<file path="src/rtl/playback_sequencer.sv">
// Replays a window of capture memory at a programmable rate with run/pause/step/loop
// control; read data appears on sample two cycles after each memory read strobe.
module playback_sequencer #(
    parameter int SAMPLE_DEPTH      = 4096,
    parameter int TOTAL_PROBE_WIDTH = 7,
    parameter int DIV_WIDTH         = 16,
    localparam int ADDR_W           = $clog2(SAMPLE_DEPTH)
) (
    input  logic                         clk,
    input  logic                         rst,
    input  logic                         start,
    input  logic                         stop,
    input  logic                         step,
    input  logic                         loop_en,
    input  logic [DIV_WIDTH-1:0]         rate_div,
    input  logic [ADDR_W-1:0]            start_addr,
    input  logic [ADDR_W-1:0]            end_addr,
    output logic [ADDR_W-1:0]            mem_addr,
    output logic                         mem_rd_en,
    input  logic [TOTAL_PROBE_WIDTH-1:0] mem_rdata,
    output logic [TOTAL_PROBE_WIDTH-1:0] sample,
    output logic                         sample_valid,
    output logic [1:0]                   state,
    output logic                         done,
    output logic [15:0]                  loop_count
);

    typedef enum logic [1:0] {
        S_IDLE  = 2'd0,
        S_RUN   = 2'd1,
        S_PAUSE = 2'd2,
        S_DONE  = 2'd3
    } state_t;

    state_t                 cur_state;
    state_t                 nxt_state;
    logic [ADDR_W-1:0]      ptr;
    logic [ADDR_W-1:0]      start_lat;
    logic [ADDR_W-1:0]      end_lat;
    logic [DIV_WIDTH-1:0]   rate_lat;
    logic [DIV_WIDTH-1:0]   div_cnt;
    logic                   loop_lat;
    logic                   vld_p1;
    logic                   load;
    logic                   at_end;
    logic                   resume;

    function automatic logic [15:0] sat_inc(input logic [15:0] v);
        return (v == 16'hFFFF) ? v : v + 16'd1;
    endfunction

    assign load     = start && ((cur_state == S_IDLE) || (cur_state == S_DONE));
    assign resume   = (cur_state == S_PAUSE) && start && !stop;
    assign at_end   = (ptr == end_lat);
    assign mem_addr = ptr;
    assign state    = cur_state;

    always_ff @(posedge clk or posedge rst) begin
        if (rst) begin
            cur_state <= S_IDLE;
        end else begin
            cur_state <= nxt_state;
        end
    end

    always_comb begin
        nxt_state = cur_state;
        case (cur_state)
            S_IDLE, S_DONE: begin
                if (start) nxt_state = S_RUN;
            end
            S_RUN: begin
                // An end-of-window read without looping finishes even if stop arrives with it
                if (mem_rd_en && at_end && !loop_lat) nxt_state = S_DONE;
                else if (stop)                        nxt_state = S_PAUSE;
            end
            S_PAUSE: begin
                if (stop)                                  nxt_state = S_IDLE;
                else if (start)                            nxt_state = S_RUN;
                else if (mem_rd_en && at_end && !loop_lat) nxt_state = S_DONE;
            end
            default: nxt_state = S_IDLE;
        endcase
    end

    always_comb begin
        mem_rd_en = 1'b0;
        done      = 1'b0;
        case (cur_state)
            S_RUN:   mem_rd_en = (div_cnt == '0);
            S_PAUSE: mem_rd_en = step && !start && !stop;
            S_DONE:  done      = 1'b1;
            default: ;
        endcase
    end

    // Stage p0: pointer, divider and pass counter advance on each issued read
    always_ff @(posedge clk or posedge rst) begin
        if (rst) begin
            ptr        <= '0;
            start_lat  <= '0;
            end_lat    <= '0;
            rate_lat   <= '0;
            loop_lat   <= 1'b0;
            div_cnt    <= '0;
            loop_count <= '0;
        end else if (load) begin
            ptr        <= start_addr;
            start_lat  <= start_addr;
            end_lat    <= end_addr;
            rate_lat   <= rate_div;
            loop_lat   <= loop_en;
            div_cnt    <= '0;
            loop_count <= '0;
        end else begin
            if (mem_rd_en) begin
                ptr <= (at_end && loop_lat) ? start_lat : ptr + ADDR_W'(1);
                if (at_end) loop_count <= sat_inc(loop_count);
            end
            if (cur_state == S_RUN) begin
                if (mem_rd_en)  div_cnt <= rate_lat;
                else if (!stop) div_cnt <= div_cnt - DIV_WIDTH'(1);
            end else if (resume) begin
                div_cnt <= '0;
            end
        end
    end

    // Stage p1 -> p2: memory data arrives one cycle after the strobe and is registered
    always_ff @(posedge clk or posedge rst) begin
        if (rst) begin
            vld_p1       <= 1'b0;
            sample_valid <= 1'b0;
            sample       <= '0;
        end else begin
            vld_p1       <= mem_rd_en;
            sample_valid <= vld_p1;
            if (vld_p1) sample <= mem_rdata;
        end
    end

endmodule
</file>
<file path="config.mk">
export PLATFORM = sky130hd
export DESIGN_NAME = playback_sequencer
export DESIGN_NICKNAME = d
export VERILOG_FILES = /design/src/rtl/playback_sequencer.sv
export SDC_FILE = /design/constraint.sdc
export NUM_CORES = 1
export LEC_CHECK = 0
export CORE_ASPECT_RATIO = 0.6
export CORE_MARGIN = 2
export CORE_UTILIZATION = 57
export DETAILED_ROUTE_END_ITERATION = 8
export PLACE_DENSITY = 0.86
export SETUP_SLACK_MARGIN = 0.1
export SYNTH_ARGS = -nofsm -noshare
export SYNTH_HDL_FRONTEND = slang
export SYNTH_SLANG_ARGS = --single-unit
</file>
<file path="constraint.sdc">
create_clock -name clk -period 4.65 [get_ports clk]
set_input_delay 0.93 -clock clk [delete_from_list [all_inputs] [get_ports clk]]
set_output_delay 0.93 -clock clk [all_outputs]
set_load 0.1 [all_outputs]
</file>
Yosys cells after proc, flatten, opt, wreduce, memory -nomap -nowiden
Index checks and enable logic that the tools add are counted.
- RAM bits: 0
- output and inout port bits: 40
- input bits: 53
- latch bits: 0
- ROM bits: 0
- register bits: 96
- memories: 0
- reduce and logical (&&, ||, !) cells: 21
- multiplexer cells: 21
- bitwise operators: 0
- equal/unequal tests: 10
- add/sub/neg operators: 3
- $mul: 0
- $lt $le $gt $ge: 0
- divide/modulo/power cells: 0
- shift operators: 0
- operators with widths (cell ; number):
    $mux 16 ; 9
    $mux 12 ; 3
    $add 16x1->16 const B ; 1
    $eq 16x16->1 const B ; 1
    $logic_not 16->1 ; 1
    $sub 16x1->16 const B ; 1
    $add 12x1->12 const B ; 1
    $eq 12x12->1 ; 1
    $mux 2 ; 6
    $logic_and 1x1->1 ; 8
    $pmux 2 s3 ; 1
    $reduce_and 3->1 ; 2
    $eq 2x2->1 const B ; 2
    $ne 2x2->1 const B ; 2
    $ne 4x3->1 const B ; 1
    $ne 4x4->1 const B ; 1
    $reduce_bool 2->1 ; 2
    $logic_not 1->1 ; 3
    $ne 3x3->1 const B ; 1
    $reduce_bool 3->1 ; 1
    $eq 2x1->1 const B ; 1
    $logic_not 2->1 ; 1
    $pmux 1 s2 ; 1
    $reduce_and 2->1 ; 1
    other kinds (3) ; 3

Longest topological paths before layout
- depth after elaboration: 10
- mapped depth: 11
- gate-level depth less buffers: 9

Worst setup path before layout
OpenSTA, ideal clock, no wires.
- kind: reg2out
- from: register cur_state[0], in the netlist state[0]
- to: output port mem_rd_en
- stages on the path, launching flop included: 8
- slack: 0.404 ns
- arrival time: 3.316 ns
- cell sequence: dfrtp_1 ha_1 nor4bb_1 nand4_2 a21o_1 buf_6 clkinv_1 buf_1
- longest elaborated chain between the ends: 2
- elaborated cells on any way between the ends: 3
- classes of those cells: 2 x eq/ne; 1 x mux
- ends and longest elaborated chain (item ; line ; source):
    start: declaration ; 35 ; state_t cur_state;
    start signal: assignment ; 62 ; cur_state <= nxt_state;
    $eq 2x2->1 / $eq 2x1->1 (equally long branches) ; 89 ; case (cur_state)
    $pmux 1 s2 (*) ; 89 ;
    end: declaration ; 19 ; output logic mem_rd_en,
Mark *: on every way between the ends. The rest lies on a longest branch, timed or not.

Final worst setup path
- from: input port stop
- to: output port mem_rd_en
- longest elaborated chain between the ends: 3
- ends and longest elaborated chain (item ; line ; source):
    start: declaration ; 12 ; input logic stop,
    $logic_not 1->1 ; -- ;
    $logic_and 1x1->1 ; 91 ; S_PAUSE: mem_rd_en = step && !start && !stop;
    $pmux 1 s2 ; 89 ;
No other way between the ends.

==> impl_metrics.ini <==
[timing]
slew_headroom_pct = 29.9
worst_slew_pin_slew_ps = 1050
period_share_pct = 82.2
clock_skew_ps = 4.14
whs_ps = 475
finalCriticalPeriod_ps = 3820
fin_setup_tns_ps = 0
fmax_mhz = 262
rsz0062_at_grt = false
finalHoldViolCount = 0
setup_viol = 0
finalMaxSlewViolations = 0
setup_slack_ps = 828

[clock_tree]
clockRootBuffer = clkbuf_16
cts_setup_buffers = 0
clock-sinks = 96
clkLatencyLatePin_ps = 340
h-tree-depth = 3
path_clk_slew_ps = 60
clock_path_buffers = 2
post_cts_resized = 0
cts_buffers = 9
cts_hold_buf = 0
tritoncts = yes

[finish]
syn2layout_area_growth_pct = 27.1
nNetsFinal = 711
fillers = 577
drive_gt1_share_pct = 6.12
num_antenna_cells = 0

[pwr]
p_total_uw = 4600
max-vdd-ir-drop_uv = 594
p_leak_uw = 0.00288
p_per_area_nw_per_um2 = 726

[setup_path]
r2r-end = loop_count[11]
crit_path_top_delay_cell = clkdlybuf4s50_1
crit_required_ps = 3720
critPathLaunchType = primary input
path_cells = clkdlybuf4s50_1 -> nor3b_1 -> nand2_1 -> a21o_1 -> clkinv_1 -> buf_12
worst_r2r_path_depth = 8
r2r-start = state[1]
endpoint = mem_rd_en
ff2ff_setup_slack_ps = 1290
cp_data_arrival_time_ps = 2890
cpPeakStageDelay_ps = 620
crit_fanout = 20
criticalPathCategory = primary input to output pin
crit_path_end_kind = output pin
crit_path_start = stop

[floorplanning]
die_area_um2 = 9530
die_height_um = 76.4
coreArea_um2 = 8490
ios = 93
start_util_pct = 58.7
fp.dieW_um = 125
rows = 26

[yosys]
syn_area_um2 = 4980
synth-edff-count = 0
synthCells = 566
synth_top_area_share_pct = 48.2
synth_area_leader_cell = dfrtp_1
async_flop_share_pct = 100
synth_fp_nets = 627
ys_seq_elements = 96
ys_warn_count = 0
ys.flop_type = dfrtp_1
yosysSeqAreaShare_pct = 48.2
postSynthAreaPerCell_um2 = 8.80
synthTopCellsByArea = dfrtp_1 48%, nand2_1 11%, a21oi_1 4.0%, xor2_1 3.3%, nor4_1 2.5%
ys_types = 53

[drt]
top_layer_used = met4
vias = 4636
via_per_inst = 6.05
finalWirelength_um = 13100
dr.pass1.iters = 5
wl_met3_um = 1310
met2_length_um = 5800
wl_per_cell_um = 17.1
final_antenna_net_count = 0
m1WireLength_um = 5860
drc_errors = 0
drt_iter0_markers = 449

[min_path]
hp-class = flip-flop to flip-flop

[place]
dp_hpwl_um = 8920
portBuffers = 92
routabilityCongestion = 0.915
place_ws_ps = 904

[global_routing]
track_usage_pct = 28.2
first_global_vias = 4410
grt_antenna_before_repair = 0
overflow = 0
grt_start_max_net_pins = 59
grt_first_pass_wirelength_um = 21700

[job]
maxCapViolCount = 0

[status]
outcome = complete, no violations
-- layer usage --
layer / GRT usage [%] / vias up
met4: 7.53 / 0
met1: 39.8 / 2232
met3: 8.36 / 23
li1: - / 2131
met2: 42.8 / 250
met5: 0 / -
-- power breakdown --
group,switching (uW),internal (uW),leakage [uW]
combinational,1610,726,0.00150
sequential,314,1150,0.00122
clock,300,497,0.000159
total,2230,2370,0.00288
-- final cells by class --
| class | count | area, um2 | area share, % |
|---|---|---|---|
| well taps | 112 | 140 | 2.21 |
| clock inverters | 3 | 65.1 | 1.03 |
| inverters | 25 | 95.1 | 1.50 |
| clock buffers | 12 | 256 | 4.05 |
| multi-input cells | 417 | 2370 | 37.5 |
| flip-flops and latches | 96 | 2400 | 37.9 |
| repair buffers | 101 | 998 | 15.8 |
-- Yosys cell counts (4+ instances only) --
cell type  number
nand2_1       144
dfrtp_1        96
a21oi_1        40
nor2_1         25
inv_1          24
clkbuf_1       22
o21ai_0        22
nor4_1         20
xor2_1         19
nand3_1        16
o22ai_1        14
nor3_1         11
mux2i_1        10
nand4_1        10
ha_1            8
mux2_2          7
and3_1          6
o211ai_1        6
or3_1           6
and4_1          4
nand2b_1        4
xnor2_1         4
-- worst min-delay path by stage --
| stage | depth (start not counted) | to | startpoint |
|---|---|---|---|
| 6_report | 2 | rate_lat[9] | rate_lat[9] |
| 5_1_grt | 2 | start_lat[2] | start_lat[2] |
| 4_1_cts | 2 | rate_lat[9] | rate_lat[9] |
| 3_5_place_dp | 2 | start_lat[9] | start_lat[9] |
| 3_3_place_gp | 2 | start_lat[5] | start_lat[5] |
| 2_1_floorplan | 0 | sample_valid | vld_p1 |
-- state kept, by name (all words and copies together) (netlist names) --
signal	count
loop_lat	1
vld_p1	1
state	2
start_lat	12
sample_valid	1
mem_addr	12
loop_count	16
rate_lat	16
sample	7
div_cnt	16
end_lat	12
-- cell usage in the layout, fill, tap and decap left out, types with 6 or more instances in the layout --
cell	netlist	final
nor2_1	25	24
a21oi_1	40	40
xor2_1	19	19
or3_1	6	6
o211ai_1	6	6
mux2i_1	10	10
dfrtp_1	96	96
nand3_1	16	16
mux2_2	7	7
nor4_1	20	20
nand2_1	144	143
and3_1	6	6
o22ai_1	14	14
clkdlybuf4s50_1	0	91
nand4_1	10	10
buf_4	0	9
ha_1	8	8
inv_1	24	23
clkbuf_16	0	9
o21ai_0	22	22
nor3_1	11	11
-- worst max-delay path, delay by kind of cell --
kind	cells	cell delay, ps
buffers and inverters	3	1160
AOI/OAI and AO/OA	1	560
and+or+nand+nor	2	230
-- stage by stage --
step / instance area (um2) / instances / util [%]
2_1_floorplan: 4980 / 566 / -
3_3_place_gp: 6010 / 751 / 70.8
3_5_place_dp: 6010 / 751 / 70.8
4_1_cts: 6330 / 766 / 74.6
5_1_grt: 6330 / 766 / 74.6
6_report: 6330 / 766 / 74.6
-- kinds of logic after synthesis --
group | synth area share, %
xor+xnor | 4.04
compound gates | 12.3
simple gates | 25.5
fa+ha+maj | 2.01
mux | 3.59
buf+inv | 4.34
flops | 48.2
No activity file was read; power rests on OpenSTA's default activity.
